<file path="src/rtl/regfile_scoreboard.sv">
// Register file with NRD combinational read ports, one write port, write-to-read bypass,
// and a per-register busy scoreboard that tracks pending writebacks for the issue logic.
module regfile_scoreboard #(
  parameter  int WIDTH = 32,
  parameter  int NREG  = 32,
  parameter  int NRD   = 2,
  localparam int AW    = $clog2(NREG)
) (
  input  logic                 clk,
  input  logic                 rst,
  input  logic [NRD*AW-1:0]    raddr,
  output logic [NRD*WIDTH-1:0] rdata,
  output logic [NRD-1:0]       rbusy,
  input  logic                 we,
  input  logic [AW-1:0]        waddr,
  input  logic [WIDTH-1:0]     wdata,
  input  logic                 iss_valid,
  input  logic [AW-1:0]        iss_rd,
  output logic                 iss_ready,
  input  logic                 flush
);

  logic [WIDTH-1:0] rf [NREG];
  logic [NREG-1:0]  busy;
  logic [NREG-1:0]  busy_next;
  logic             wr_en;
  logic             iss_hit_wb;
  logic             iss_accept;

  // Writes to r0 are dropped everywhere, so they never bypass or clear anything.
  assign wr_en = we && (waddr != '0);

  assign iss_hit_wb = wr_en && (waddr == iss_rd);
  assign iss_ready  = (iss_rd == '0) || !busy[iss_rd] || iss_hit_wb;
  assign iss_accept = iss_valid && iss_ready && (iss_rd != '0);

  for (genvar i = 0; i < NRD; i++) begin : g_rd
    logic [AW-1:0] ra;
    logic          hit;

    assign ra  = raddr[i*AW +: AW];
    assign hit = wr_en && (waddr == ra);

    assign rdata[i*WIDTH +: WIDTH] = (ra == '0) ? '0 :
                                     hit        ? wdata :
                                                  rf[ra];
    // A source being written this cycle is covered by the bypass, so it is not a hazard.
    assign rbusy[i] = busy[ra] && !hit;
  end

  // Clear by writeback, then flush, then set by issue: issue wins over both.
  always_comb begin
    busy_next = busy;
    if (wr_en) begin
      busy_next[waddr] = 1'b0;
    end
    if (flush) begin
      busy_next = '0;
    end
    if (iss_accept) begin
      busy_next[iss_rd] = 1'b1;
    end
    busy_next[0] = 1'b0;
  end

  always_ff @(posedge clk) begin
    if (rst) begin
      busy <= '0;
    end else begin
      busy <= busy_next;
    end
  end

  always_ff @(posedge clk) begin
    if (rst) begin
      for (int r = 0; r < NREG; r++) begin
        rf[r] <= '0;
      end
    end else if (wr_en) begin
      rf[waddr] <= wdata;
    end
  end

endmodule

</file>
<file path="config.mk">
export PLATFORM = sky130hd
export DESIGN_NAME = regfile_scoreboard
export DESIGN_NICKNAME = d
export VERILOG_FILES = /design/src/rtl/regfile_scoreboard.sv
export SDC_FILE = /design/constraint.sdc
export NUM_CORES = 2
export LEC_CHECK = 0
export ABC_AREA = 1
export CAP_MARGIN = 25
export CORE_MARGIN = 5
export CORE_UTILIZATION = 45
export DETAILED_ROUTE_END_ITERATION = 12
export HOLD_SLACK_MARGIN = 0.12
export PLACE_DENSITY = 0.65
export SLEW_MARGIN = 20
export SYNTH_ARGS = -nofsm -noshare
export SYNTH_HDL_FRONTEND = slang
export SYNTH_SLANG_ARGS = --single-unit
</file>
<file path="constraint.sdc">
create_clock -name clk -period 4.4 [get_ports clk]
set_clock_uncertainty 0.2 [all_clocks]
set_input_delay 0.88 -clock clk [delete_from_list [all_inputs] [get_ports clk]]
set_output_delay 0.88 -clock clk [all_outputs]
set_load 0.02 [all_outputs]
</file>
---- Word-level counts from Yosys, hierarchy flattened ----
Memories as Yosys holds them, arrays and structs flattened.
Cells that the tools add are included.
storage, ports and cells
  bits in registers ....................... 32
  bits in writable memories ............... 1024
  input bits .............................. 57
  output and inout bits ................... 67
  word-level logic and storage cells ...... 61
  memories ................................ 1
memories
  memory  depth  bits a word  read ports  clocked after Yosys merged registers in  wr ports  RTL line  RTL
  rf      32     32           2           0                                        32        23        logic [WIDTH-1:0] rf [NREG];
operators by class
  order comparisons ....................... 6
  equal/unequal tests ..................... 3
  muxes and demuxes ....................... 25
  bitwise operators ....................... 3
  reductions and logical operators ........ 21
operator list
  cell                                                               number
  two-way mux 32 bit                                                 8
  bitwise AND 32 bit                                                 1
  inverter 32 bit                                                    1
  bitwise OR 32 bit                                                  1
  OR reduction 32 bit                                                1
  < comparator 5 x 6 -> 1 bit, second input constant                 4
  binary-select mux 1 bit (select 5 bit)                             3
  equality test 5 bit                                                3
  logical NOT 5 bit                                                  3
  two-way mux 1 bit                                                  11
  demux 1 bit (select 5 bit)                                         2
  greater-or-equal comparator 5 x 1 -> 1 bit, second input constant  2
  logical AND 1 bit                                                  10
  nonzero test 5 bit                                                 2
  two-way mux 5 bit                                                  1
  logical NOT 1 bit                                                  3
  logical OR 1 bit                                                   2

---- Longest topological paths before layout ----
  depth in word-level cells ............... 10
  gate-level depth with buffers ........... 15
  gate-level depth less buffers ........... 12

---- Least setup slack after synthesis ----
Ideal clock, no wire load.
  path type ............................... input -> register
  from .................................... input port waddr[4]
  to ...................................... register busy[25]
  setup time .............................. 0.243 ns
  data arrival time ....................... 4.203 ns
  data required time ...................... 3.957 ns
  path slack .............................. -0.246 ns
  stages on the path ...................... 6
  path through ............................ buf_2 > inv_2 > nor3_1 > inv_1 > o21ai_0 > o22ai_1
between the ends
  word-level cells in the longest chain between the ends .. 10
  elaborated cells between the ends (all ways) .. 18
  classes of those cells .................. order compare (2); eq/ne (1); mux (5); bitwise (3); reduce/logical (7)
RTL lines
  what                                                                                                                    RTL line  RTL
  start, declared                                                                                                         15        input logic [AW-1:0] waddr,
  < comparator 5 x 6 -> 1 bit (implied by the code) / greater-or-equal comparator 5 x 1 -> 1 bit (equally long branches)  55        busy_next[waddr] = 1'b0;
  logical AND 1 bit (implied by the code)                                                                                 55
  two-way mux 1 bit (implied by the code)                                                                                 55
  demux 1 bit (select 5 bit)                                                                                              55
  inverter 32 bit (no line)                                                                                               n/a
  bitwise AND 32 bit (no line)                                                                                            n/a
  two-way mux 32 bit                                                                                                      54        if (wr_en) begin
  two-way mux 32 bit                                                                                                      57        if (flush) begin
  bitwise OR 32 bit (no line)                                                                                             n/a
  two-way mux 32 bit *                                                                                                    60        if (iss_accept) begin
  end signal, assigned                                                                                                    70        busy <= busy_next;
  end, declared                                                                                                           24        logic [NREG-1:0] busy;
Mark *: on every way between the ends. The rest lies on a longest branch, timed or not.
A chain may end at the register's enable or synchronous reset.

---- Final worst setup path ----
  from .................................... input port waddr[0]
  to ...................................... output port rdata[39]
between the ends
  word-level cells in the longest chain between the ends .. 5
  elaborated cells between the ends (all ways) .. 6
  classes of those cells .................. eq/ne (1); mux (2); reduce/logical (3)
RTL lines
  what                  RTL line  RTL
  nonzero test 5 bit    31        assign wr_en = we && (waddr != '0);
  logical AND 1 bit     31
  logical AND 1 bit *   42        assign hit = wr_en && (waddr == ra);
  two-way mux 32 bit *  45        hit ? wdata :
  two-way mux 32 bit *  44        assign rdata[i*WIDTH +: WIDTH] = (ra == '0) ? '0 :
  end, declared         12        output logic [NRD*WIDTH-1:0] rdata,
Marked as above.

==> metrics.md <==
| Metric | Value |
|---|---|
| Post-synthesis cell type count | `40` |
| Crit path kind | `primary input to output pin` |
| Biggest area consumer among synthesized cells | `edfxtp_1` |
| Met2 Track Usage GR | `approximately 52%` |
| Vias in the first global route | `around 52000` |
| Cell area after synthesis | `0.0591 mm²` |
| GRT busiest layer | `met2` |
| Overall power | `25400 µW` |
| Initial antenna violation count | `8` |
| Pwr Density | `between 300 and 400 mW/mm²` |
| Initial core utilization | `a little under half` |
| Tmin final | `around 4300 ps` |
| Port bufs | `approximately 120` |
| Final setup viols | `0` |
| Fmax | `about 230 MHz` |
| Post-synth top area share | `between 50% and 60%` |
| Vias | `approximately 56000` |
| Die height | `roughly 370 µm` |
| Post-CTS Hold Buffers | `0` |
| Crit path max fanout | `25` |
| Final worst-path cycle share | `98.1%` |
| Routability cong. | `0.939` |
| Number of max-cap violations | `0` |
| Top cells by count, synth | `1158 x nor2_1, 1024 x edfxtp_1, 829 x nand2_1, 747 x o21ai_0, 738 x nand3_1` |
| Hpwl dp | `approximately 140000 µm` |
| Worst Setup End Kind | `output pin` |
| CP startpoint | `waddr[0]` |
| Ys async rst share | `0%` |
| Sequential area share after synthesis | `approximately 53%` |
| Via density | `around 6.4` |
| Reg-to-Reg End | `busy[17]$_SDFF_PP0_` |
| Leak | `0.0264 µW` |
| Count leader, synth | `nor2_1` |
| Area Overhead vs Synth | `14.9%` |
| Routed Antenna Nets | `0` |
| Worst-margin pin slew | `1060 ps` |
| Final core occ | `between 50% and 60%` |
| Headroom to the max-slew limit | `between 20% and 30%` |
| DIE AREA | `between 0.1 and 0.15 mm²` |
| CP Capture Point | `rdata[39]` |
| FP Rows | `roughly 130` |
| Worst hold path type | `flip-flop to flip-flop` |
| Clock root buffer | `clkbuf_16` |
| Final WL | `about 250000 µm` |
| VDD IR max | `approximately 0.00039 V` |
| Cell chain of the critical path | `clkdlybuf4s50_1 > buf_4 > nand2_1 > nand4_1 > nor3_2 > nand2_2 > buf_4 > buf_4 > buf_12 > o21ai_0 > a21oi_1 > dlygate4sd2_1` |
| Run status | `completed` |
| Worst reg2reg startpoint | `busy[30]$_SDFF_PP0_` |
| Total track usage | `about a third` |
| Share of cells above drive strength 1 | `a little under a tenth` |
| EDFF count, synth | `between 1000 and 1500` |
| Pin count of the biggest net entering global routing | `123` |
| Met3 Resource Use GR | `11.4%` |
| Top_reg_cell synth | `edfxtp_1` |
| Nets@finish | `~7000` |
| First-pass DRT Iterations | `7` |
| CTS Buf Count | `114` |
| Residual DRC | `0` |
| Gate Count Post-Synth | `~7000` |
| Max Transition Viols Final | `0` |
| Endpoints failing hold | `0` |
| Reg2reg path depth | `12` |
| Largest cells by area after synthesis | `edfxtp_1 52%, nor2_1 7.4%, o21ai_0 6.3%` |
| Reg-to-reg slack, setup | `2260 ps` |
| Crit-path max cell delay | `roughly 500 ps` |
| First-pass GRT wire length | `353000 µm` |
| TritonCTS clock tree | `done` |
| Seq cells post-synth | `between 1000 and 1500` |
| Die W | `372 µm` |
| Synth warn | `0` |
| Clock Sinks | `1055` |
| Clk_lat worst skew | `770 ps` |
| Grt ovf | `0` |
| Worst-path clk slew | `60 ps` |
| Slowest CP cell | `clkdlybuf4s50_1` |
| CP arrival | `around 3200 ps` |
| Syn Area/Cell | `around 8.5 µm²` |
| Drt first-iter violations | `10900` |
| CP Launch Type | `primary input` |
| Routed wire per std cell | `roughly 28 µm` |
| Worst EP required | `roughly 3300 ps` |
| Most used cell, CP | `buf_4` |
| H-tree levels | `3` |
| Met1 usage | `44.4%` |
| Clock tree buffer depth | `3` |
| # IOs | `approximately 120` |
| Core area | `approximately 0.13 mm²` |
how the worst min path moves through the flow:
stage / from / end / slack [ps] / cells after the start
5_1_grt: busy[4]$_SDFF_PP0_ / busy[4]$_SDFF_PP0_ / 330 / 2
3_5_place_dp: busy[6]$_SDFF_PP0_ / busy[6]$_SDFF_PP0_ / 290 / 2
2_1_floorplan: busy[4]$_SDFF_PP0_ / busy[4]$_SDFF_PP0_ / 270 / 2
4_1_cts: busy[6]$_SDFF_PP0_ / busy[6]$_SDFF_PP0_ / 300 / 2
3_3_place_gp: busy[4]$_SDFF_PP0_ / busy[4]$_SDFF_PP0_ / 280 / 2
6_report: busy[6]$_SDFF_PP0_ / busy[6]$_SDFF_PP0_ / 300 / 2
layout make-up:
cell class	count	area (µm²)
fillers	11900	63000
flip-flops and latches	1055	31400
multi-input cells	4677	22700
repair buffers	488	5700
clock buffers	143	2970
inverters	600	2260
well taps	1755	2200
clock inverters	71	747
diodes	7	17.5
metal layers:
metal / vias up / wire, µm
li1: 24000 / -
met1: 26300 / 87200
met2: 4717 / 105000
met3: 1111 / 38100
met4: 8 / 18400
met5: - / 61
cells in the final DEF (no fill, tap or decap), types with 26 or more instances in the layout:
| cell type | Yosys | layout |
|---|---|---|
| nand3_1 | 738 | 725 |
| nand2_2 | 3 | 35 |
| nand2_1 | 829 | 797 |
| clkdlybuf4s50_1 | 0 | 67 |
| buf_12 | 0 | 110 |
| o211ai_1 | 473 | 473 |
| edfxtp_1 | 1024 | 1024 |
| nor2_1 | 1158 | 1154 |
| clkinv_1 | 5 | 33 |
| nor3_1 | 27 | 26 |
| clkbuf_16 | 0 | 116 |
| inv_1 | 583 | 577 |
| a21oi_1 | 559 | 559 |
| dfxtp_1 | 31 | 31 |
| clkbuf_1 | 300 | 28 |
| conb_1 | 1 | 32 |
| o21ai_0 | 747 | 740 |
| buf_4 | 55 | 236 |
timing repair:
item | in CTS | in global routing
buffers inserted | 0 | 1
pin swaps | 0 | 1
endpoints found under the setup margin | 23 | 42
resized for setup | 25 | 24
critical path: cells and delay by family:
family | cells | cell delay, ps
AO/OA/AOI/OAI | 2 | 240
AND/OR/NAND/NOR | 4 | 530
buffers and inverters | 6 | 1580
through the flow:
step | setup TNS, ps | worst slack, ps | cell area [µm²] | hold slack (ps) | instances
floorplan | -20830 | -246 | 59200 | 268 | 7002
global placement | -258 | -93.4 | 63600 | 285 | 8547
detailed placement | -353 | -85.3 | 63700 | 292 | 8553
CTS | -14.1 | -14.1 | 67400 | 301 | 8767
global route | -118 | -38.8 | 67900 | 327 | 8789
finish | 0 | 81.6 | 67900 | 296 | 8796
where the power goes:
part	switching (µW)	leakage, µW	total (µW)	internal (µW)
logic	2750	0.0145	3930	1190
registers	218	0.0100	11800	11600
clock network	4260	0.00181	9710	5450
total	7230	0.0264	25400	18200
cell families after synthesis:
group	share of synthesized area (%)
xor+xnor	0.119
simple gates	19.8
other cells	0.00634
flops	53.1
compound gates	17.9
buf+inv	9.16
state kept, by name, indices dropped and copies added (netlist names):
register / flops
busy: 31
rf: 1024
Power figures use the tool's default switching activity.
